--- src/rtl/dot_stream_acc.sv ---
// Streaming signed dot product: N lane products per beat accumulated over BEATS beats,
// narrowed to O_W bits (wrap or saturate) and presented on a valid/ready output register.
module dot_stream_acc #(
    parameter int unsigned N     = 2,
    parameter int unsigned W     = 8,
    parameter int unsigned ACC_W = 32,
    parameter int unsigned O_W   = 32,
    parameter int unsigned BEATS = 4,
    parameter int unsigned SAT   = 0
) (
    input  logic                           clk,
    input  logic                           rst,
    input  logic                           clr,
    input  logic                           in_valid,
    output logic                           in_ready,
    input  logic signed [N-1:0][W-1:0]     arg_0,
    input  logic signed [N-1:0][W-1:0]     arg_1,
    output logic                           out_valid,
    input  logic                           out_ready,
    output logic signed [0:0][O_W-1:0]     out_0,
    output logic                           out_ovf
);

    localparam int unsigned P_W   = 2 * W;
    localparam int unsigned CNT_W = (BEATS > 1) ? $clog2(BEATS) : 1;
    localparam int unsigned HI_W  = ACC_W - O_W + 1;
    localparam logic [CNT_W-1:0] LAST = CNT_W'(BEATS - 1);

    logic signed [ACC_W-1:0] acc;
    logic        [CNT_W-1:0] cnt;
    logic signed [ACC_W-1:0] beat_sum;
    logic signed [P_W-1:0]   prod;
    logic signed [ACC_W-1:0] total;
    logic        [HI_W-1:0]  hi;
    logic                    fits;
    logic        [O_W-1:0]   nar_val;
    logic                    nar_ovf;
    logic                    accept;
    logic                    last;

    // in_ready never looks at in_valid, so upstream may wait on it freely
    assign in_ready = !rst && (!out_valid || out_ready);
    assign accept   = in_valid && in_ready;
    assign last     = (cnt == LAST);

    // Lane products are sign-extended to the accumulator width before summing
    always_comb begin
        beat_sum = '0;
        prod     = '0;
        for (int i = 0; i < int'(N); i++) begin
            prod     = P_W'($signed(arg_0[i])) * P_W'($signed(arg_1[i]));
            beat_sum = beat_sum + ACC_W'(prod);
        end
    end

    assign total = acc + beat_sum;
    assign hi    = total[ACC_W-1:O_W-1];
    assign fits  = (&hi) || !(|hi);

    // The value fits in O_W signed bits exactly when all bits above the output sign agree with it
    always_comb begin
        nar_val = total[O_W-1:0];
        nar_ovf = 1'b0;
        if ((SAT != 0) && !fits) begin
            nar_ovf = 1'b1;
            nar_val = total[ACC_W-1] ? {1'b1, {(O_W-1){1'b0}}} : {1'b0, {(O_W-1){1'b1}}};
        end
    end

    always_ff @(posedge clk) begin
        if (rst) begin
            acc       <= '0;
            cnt       <= '0;
            out_valid <= 1'b0;
            out_0     <= '0;
            out_ovf   <= 1'b0;
        end else begin
            if (out_valid && out_ready) begin
                out_valid <= 1'b0;
            end
            // clr drops the partial vector but leaves any pending result untouched
            if (clr) begin
                acc <= '0;
                cnt <= '0;
            end else if (accept) begin
                if (last) begin
                    out_0     <= nar_val;
                    out_ovf   <= nar_ovf;
                    out_valid <= 1'b1;
                    acc       <= '0;
                    cnt       <= '0;
                end else begin
                    acc <= total;
                    cnt <= cnt + CNT_W'(1);
                end
            end
        end
    end

endmodule

--- config.mk ---
export PLATFORM = sky130hd
export DESIGN_NAME = dot_stream_acc
export DESIGN_NICKNAME = d
export VERILOG_FILES = /design/src/rtl/dot_stream_acc.sv
export SDC_FILE = /design/constraint.sdc
export NUM_CORES = 1
export LEC_CHECK = 0
export BUFFER_PORTS_ARGS = -buffer_cell sky130_fd_sc_hd__buf_2
export CORE_UTILIZATION = 60
export CTS_CLUSTER_DIAMETER = 60
export CTS_CLUSTER_SIZE = 24
export DETAILED_ROUTE_END_ITERATION = 7
export GPL_TIMING_DRIVEN = 1
export PLACE_DENSITY = 0.75
export SYNTH_ARGS = -nofsm -noshare
export SYNTH_HDL_FRONTEND = slang
export SYNTH_SLANG_ARGS = --single-unit
--- constraint.sdc ---
create_clock -name clk -period 7.5 [get_ports clk]
set_input_delay 0.375 -clock clk [delete_from_list [all_inputs] [get_ports clk]]
set_output_delay 0.375 -clock clk [all_outputs]
set_load 0.01 [all_outputs]
# [Word-level counts from Yosys, hierarchy flattened]
# Index checks and enable logic that the tools add are counted.
[op_classes] addsub=3 n_eq_ne=1 reduce_logical=8 n_bitwise=1 multipliers=2 n_mux=6
[ops] cell="$add A32 B17 Y32" count=1
[ops] cell="$mul A8 B8 Y16" count=2
[ops] cell="$mux W32" count=1
[ops] cell="$add A16 B16 Y17" count=1
[ops] cell="$mux W1" count=4
[ops] cell="$logic_and A1 B1 Y1" count=3
[ops] cell="$reduce_and A3 Y1" count=1
[ops] cell="$add A2 B1 Y2 const B" count=1
[ops] cell="$eq A2 B2 Y1 const B" count=1
[ops] cell="$logic_not A1 Y1" count=2
[ops] cell="$mux W2" count=1
[ops] cell="$reduce_or A2 Y1" count=1
[ops] cell="$logic_or A1 B1 Y1" count=1
[ops] cell="$not A1 Y1" count=1
[totals] ff_bits=67 input_bits=37 out_inout_bits=35 wordCells=25

# [Logic depth before layout (Yosys ltp)]
[depth] word_depth=6 depth_mapped=25 ltp_nobuf=24

# [Worst setup path before layout]
# OpenSTA, ideal clock, no wires.
[synth_path] kind="input to register" from="input port arg_0[7] (netlist bit)" to="register acc[31]" required_ns=7.404 setup_time_ns=0.096 path_stages=23 n_path_buf=0 slack_ns=1.138 arrival_ns=6.266 cell_sequence="and2_1 -> inv_1 -> fa_1 -> inv_1 -> fa_1 -> inv_1 -> fa_1 -> fa_1 -> inv_1 -> fa_1 -> inv_1 -> fa_1 -> inv_1 -> ha_1 -> nand2_1 -> nor2_1 -> nand3_1 -> a211o_1 -> a2111oi_0 -> or3_1 -> a21oi_1 -> xnor2_1 -> o41ai_2"
[synth_via] elab_chain_len=4
[synth_rtl] item="from (decl)" line_no="16" rtl="input logic signed [N-1:0][W-1:0] arg_0,"
[synth_rtl] item="$mul A8 B8 Y16" line_no="51" rtl="prod = P_W'($signed(arg_0[i])) * P_W'($signed(arg_1[i]));"
[synth_rtl] item="$add A16 B16 Y17" line_no="52" rtl="beat_sum = beat_sum + ACC_W'(prod);"
[synth_rtl] item="$add A32 B17 Y32" line_no="56" rtl="assign total = acc + beat_sum;"
[synth_rtl] item="$mux W32" line_no="86" rtl="if (last) begin"
[synth_rtl] item="to (signal assigned)" line_no="93" rtl="acc <= total;"
[synth_rtl] item="to (decl)" line_no="29" rtl="logic signed [ACC_W-1:0] acc;"
# No other way between the ends.
# A chain may end at the register's enable or synchronous reset.

# [Final worst setup path]
[layout_path] from="input port arg_1[1] (netlist bit)" to="register out_0[31] (netlist bit)"
[layout_via] elab_chain_len=3
[layout_rtl] item="from (decl)" line_no="17" rtl="input logic signed [N-1:0][W-1:0] arg_1,"
[layout_rtl] item="$mul A8 B8 Y16" line_no="51"
[layout_rtl] item="$add A16 B16 Y17" line_no="52"
[layout_rtl] item="$add A32 B17 Y32" line_no="56"
[layout_rtl] item="to (signal assigned)" line_no="87" rtl="out_0 <= nar_val;"
[layout_rtl] item="to (decl)" line_no="20" rtl="output logic signed [0:0][O_W-1:0] out_0,"
# No other way between the ends.

==> impl_results.rst <==
.. list-table::
   :header-rows: 1

   * - Metric
     - Value
   * - Number of pins with negative max-slew slack in the final report
     - 0
   * - Antenna Violating Nets Remaining
     - 0
   * - Row cnt
     - approximately 50
   * - Quantity of gates resized following cts
     - 0
   * - Max_slew headroom
     - 0.250
   * - Post-CTS Setup Repair Bufs
     - 0
   * - Share of flip-flops with an asynchronous set or reset
     - 0
   * - Filler cells
     - around 1,500
   * - Post-synthesis register bit count
     - 67
   * - Critical path data arrival time
     - just under 7 ns
   * - Critical path endpoint category
     - flip-flop
   * - Fraction of the yosys area taken by sequential cells
     - 0.118
   * - Period utilisation layout
     - 0.893
   * - Antenna violations before repair
     - 0
   * - Final setup viols
     - 0
   * - RSZ-0062 raised after global routing
     - false
   * - Die Footprint
     - about 0.019 mm²
   * - Post-Synthesis Mean Instance Area
     - 9.22 µm²
   * - Clock sink count
     - between 60 and 70
   * - Actual transition at the worst max-transition pin
     - ~1.1 ns
   * - Pin count of the biggest net entering global routing
     - 52
   * - Initial cell density of the core
     - 0.622
   * - Primary flip-flop cell chosen by synthesis mapping
     - dfxtp_1
   * - Yosys synthesis warning count
     - 0
   * - Global placer's final weighted congestion
     - just over 1
   * - CTS Hold Bufs
     - 0
   * - Clock Skew
     - a little under 0.01 ns
   * - Synthesized netlist cell count
     - between 1,000 and 1,500
   * - Maximum achievable frequency
     - approximately 150 MHz
   * - Dpl hpwl
     - around 22 mm
   * - Final nets
     - between 1,500 and 2,000
   * - Type of the worst setup path
     - input pin to flip-flop
   * - Footprint of the multi-input gates
     - about 0.0087 mm²
   * - Number of flops mapped to enable cells by yosys
     - 0
   * - Overall overflow remaining after global route
     - 0
   * - Area growth, synth to finish
     - 8.16%
   * - I/O Buffers
     - 70
   * - Clock tree from TritonCTS
     - done
   * - Drt first-iter violations
     - 498
   * - Number of nets in the synthesized netlist
     - between 1,500 and 2,000
   * - Crit path time final
     - around 6.7 ns
   * - Area of the mapped netlist
     - 0.0113 mm²
   * - Number of buffers created by CTS
     - 9
   * - Die extent in y
     - 139 µm
   * - Antenna cells
     - 0
   * - Die outline width
     - 139 µm
   * - TritonRoute pass-1 iters
     - 5
   * - Placeable core region
     - 0.0182 mm²
   * - Via count
     - approximately 8,400
   * - Count of H-tree levels built during CTS
     - 3
   * - Clk Tree Root Cell
     - clkbuf_16
   * - Required time of the critical path
     - about 7.7 ns
   * - Average wire length per cell after detail routing
     - roughly 17 µm
   * - Residual DRC count
     - 0
   * - Drt via density
     - 5.50
   * - Critical-path maximum fanout
     - 9
   * - Source-to-sink clock delay at the later pin of the worst-skew pair
     - around 0.34 ns
   * - Startpoint class of the critical path
     - input pin
   * - Number of distinct library cell variants in the gate-level netlist after synthesis
     - 54
   * - Setup tns final
     - 0 ns
   * - Share of final-layout standard cells stronger than drive strength 1
     - 0.0863
   * - Wire length of the first global-routing pass
     - 44.6 mm
   * - Overall global routing resource usage
     - 0.296
   * - Class of the worst hold path
     - input pin to flip-flop
   * - Post-CTS clock slew at the launch and capture registers of the worst setup and hold paths
     - roughly 0.07 ns
   * - Count of boundary I/O pins
     - 72
   * - Routed Wire Length
     - 26.3 mm
   * - Vias in the first global route
     - 9,023
   * - Buffer depth of the longest clock path
     - 2
   * - Run status
     - finished, final reports clean
   * - Final hold violation count
     - 0
   * - Maxcap violations
     - 0
   * - Sequential cell area in the final layout
     - 0.00134 mm²
layout make-up:
class | count | share of cell area
Clock inverter | 7 | 0.00664
Multi-Input combinational cell | 826 | 0.713
Tap cell | 229 | 0.0234
Sequential cell | 67 | 0.110
Inverter | 309 | 0.0947
Clock buffer | 9 | 0.0184
Timing Repair Buffer | 80 | 0.0347
registers in the layout, indices dropped and copies added, names as in the netlist:
| name | count |
|---|---|
| acc | 32 |
| out_0 | 32 |
| cnt | 2 |
| out_valid | 1 |
path summary, 6_finish.rpt:
path	start	slack, ns	cells past startpoint	endpoint
worst max-delay path	arg_1[1]	0.80	24	out_0[31]
worst min-delay path	out_ready	0.32	3	out_valid
worst max register to register	acc[10]	1.79	22	out_0[19]
worst min register to register	out_0[2]	0.45	2	out_0[2]
cells in the mapped netlist (2+ instances only):
master | count | area (µm²)
a22oi_1 | 17 | 128
fa_1 | 221 | 4420
a211oi_1 | 5 | 37.5
nor2b_1 | 9 | 56.3
ha_1 | 122 | 1530
or2_2 | 3 | 18.8
nor3b_1 | 5 | 37.5
dfxtp_1 | 67 | 1340
nand3b_1 | 4 | 30.0
nor2_1 | 46 | 173
or4b_2 | 3 | 30.0
nor3_1 | 7 | 35.0
inv_1 | 309 | 1160
nor4_1 | 3 | 18.8
a21o_1 | 9 | 67.6
o211ai_1 | 6 | 45.0
xnor2_1 | 27 | 236
o21bai_1 | 5 | 37.5
a211oi_2 | 2 | 25.0
o21ai_0 | 18 | 90.1
xor2_1 | 4 | 35.0
nand3_1 | 18 | 90.1
and3_1 | 5 | 31.3
or3_1 | 4 | 25.0
o21a_1 | 6 | 45.0
nand2_1 | 100 | 375
mux2i_1 | 2 | 20.0
nand2b_1 | 9 | 56.3
a32oi_1 | 2 | 17.5
clkbuf_1 | 24 | 90.1
a211o_1 | 3 | 26.3
a21oi_1 | 64 | 320
and2_1 | 78 | 488
cells in the final DEF, fill, tap and decap left out, types with 10 or more instances in the layout:
cell and instances:
nand2_1 100, fa_1 221, nor2_1 45, dfxtp_1 67, and2_1 78, o21ai_0 18
buf_4 10, xnor2_1 27, buf_2 70, a21oi_1 64, nand3_1 18, inv_1 309
ha_1 122, a22oi_1 17
worst max-delay path: stages:
cell       delay [ns]
buf_2            0.16
nand2_1          0.14
fa_1             0.63
inv_1            0.14
fa_1             0.50
inv_1            0.09
fa_1             0.51
fa_1             0.57
buf_4            0.19
inv_1            0.22
fa_1             0.54
inv_1            0.05
fa_1             0.47
inv_1            0.04
ha_1             0.38
nand2_1          0.12
nor2_1           0.27
nand3_1          0.13
a211o_1          0.28
a2111oi_0        0.50
or3_1            0.18
a21oi_1          0.07
xnor2_1          0.23
o21ai_0          0.12
through the flow:
stage | hold WS (ns) | setup WS, ns | area (µm²) | utilization | instances
after detailed placement | 0.445 | 0.573 | 11900 | 0.656 | 1511
after CTS | 0.304 | 0.867 | 12200 | 0.673 | 1527
after global placement | 0.440 | 0.686 | 11900 | 0.656 | 1511
final | 0.320 | 0.799 | 12200 | 0.673 | 1527
after floorplan | 0.436 | 1.14 | 11300 | - | 1228
after global routing | 0.347 | 0.364 | 12200 | 0.673 | 1527
routing by layer:
layer / part of all wire / vias to the layer above / wire length (µm) / global-route usage
met2: 0.52 / 267 / 13600 / 0.533
met1: 0.40 / 4181 / 10600 / 0.370
met5: 0 / - / 0 / 0
met4: 0.034 / 0 / 899 / 0.111
li1: - / 3891 / - / -
met3: 0.044 / 64 / 1160 / 0.0268
logic make-up (layout without fill, tap and decap cells):
logic type,after synthesis,count (layout),synth area share
AOI/OAI and AO/OA,149,149,0.0846
xor gates and xnor gates,31,31,0.0240
adders and majority gates,343,343,0.525
buffers and inverters,335,405,0.111
DFF,67,67,0.118
muxes,2,2,0.00177
other,1,1,0.000331
and+or+nand+nor,300,300,0.134
Power is not shown: default switching activity piles up to over one toggle a cycle in this logic, so the estimate is an artifact.
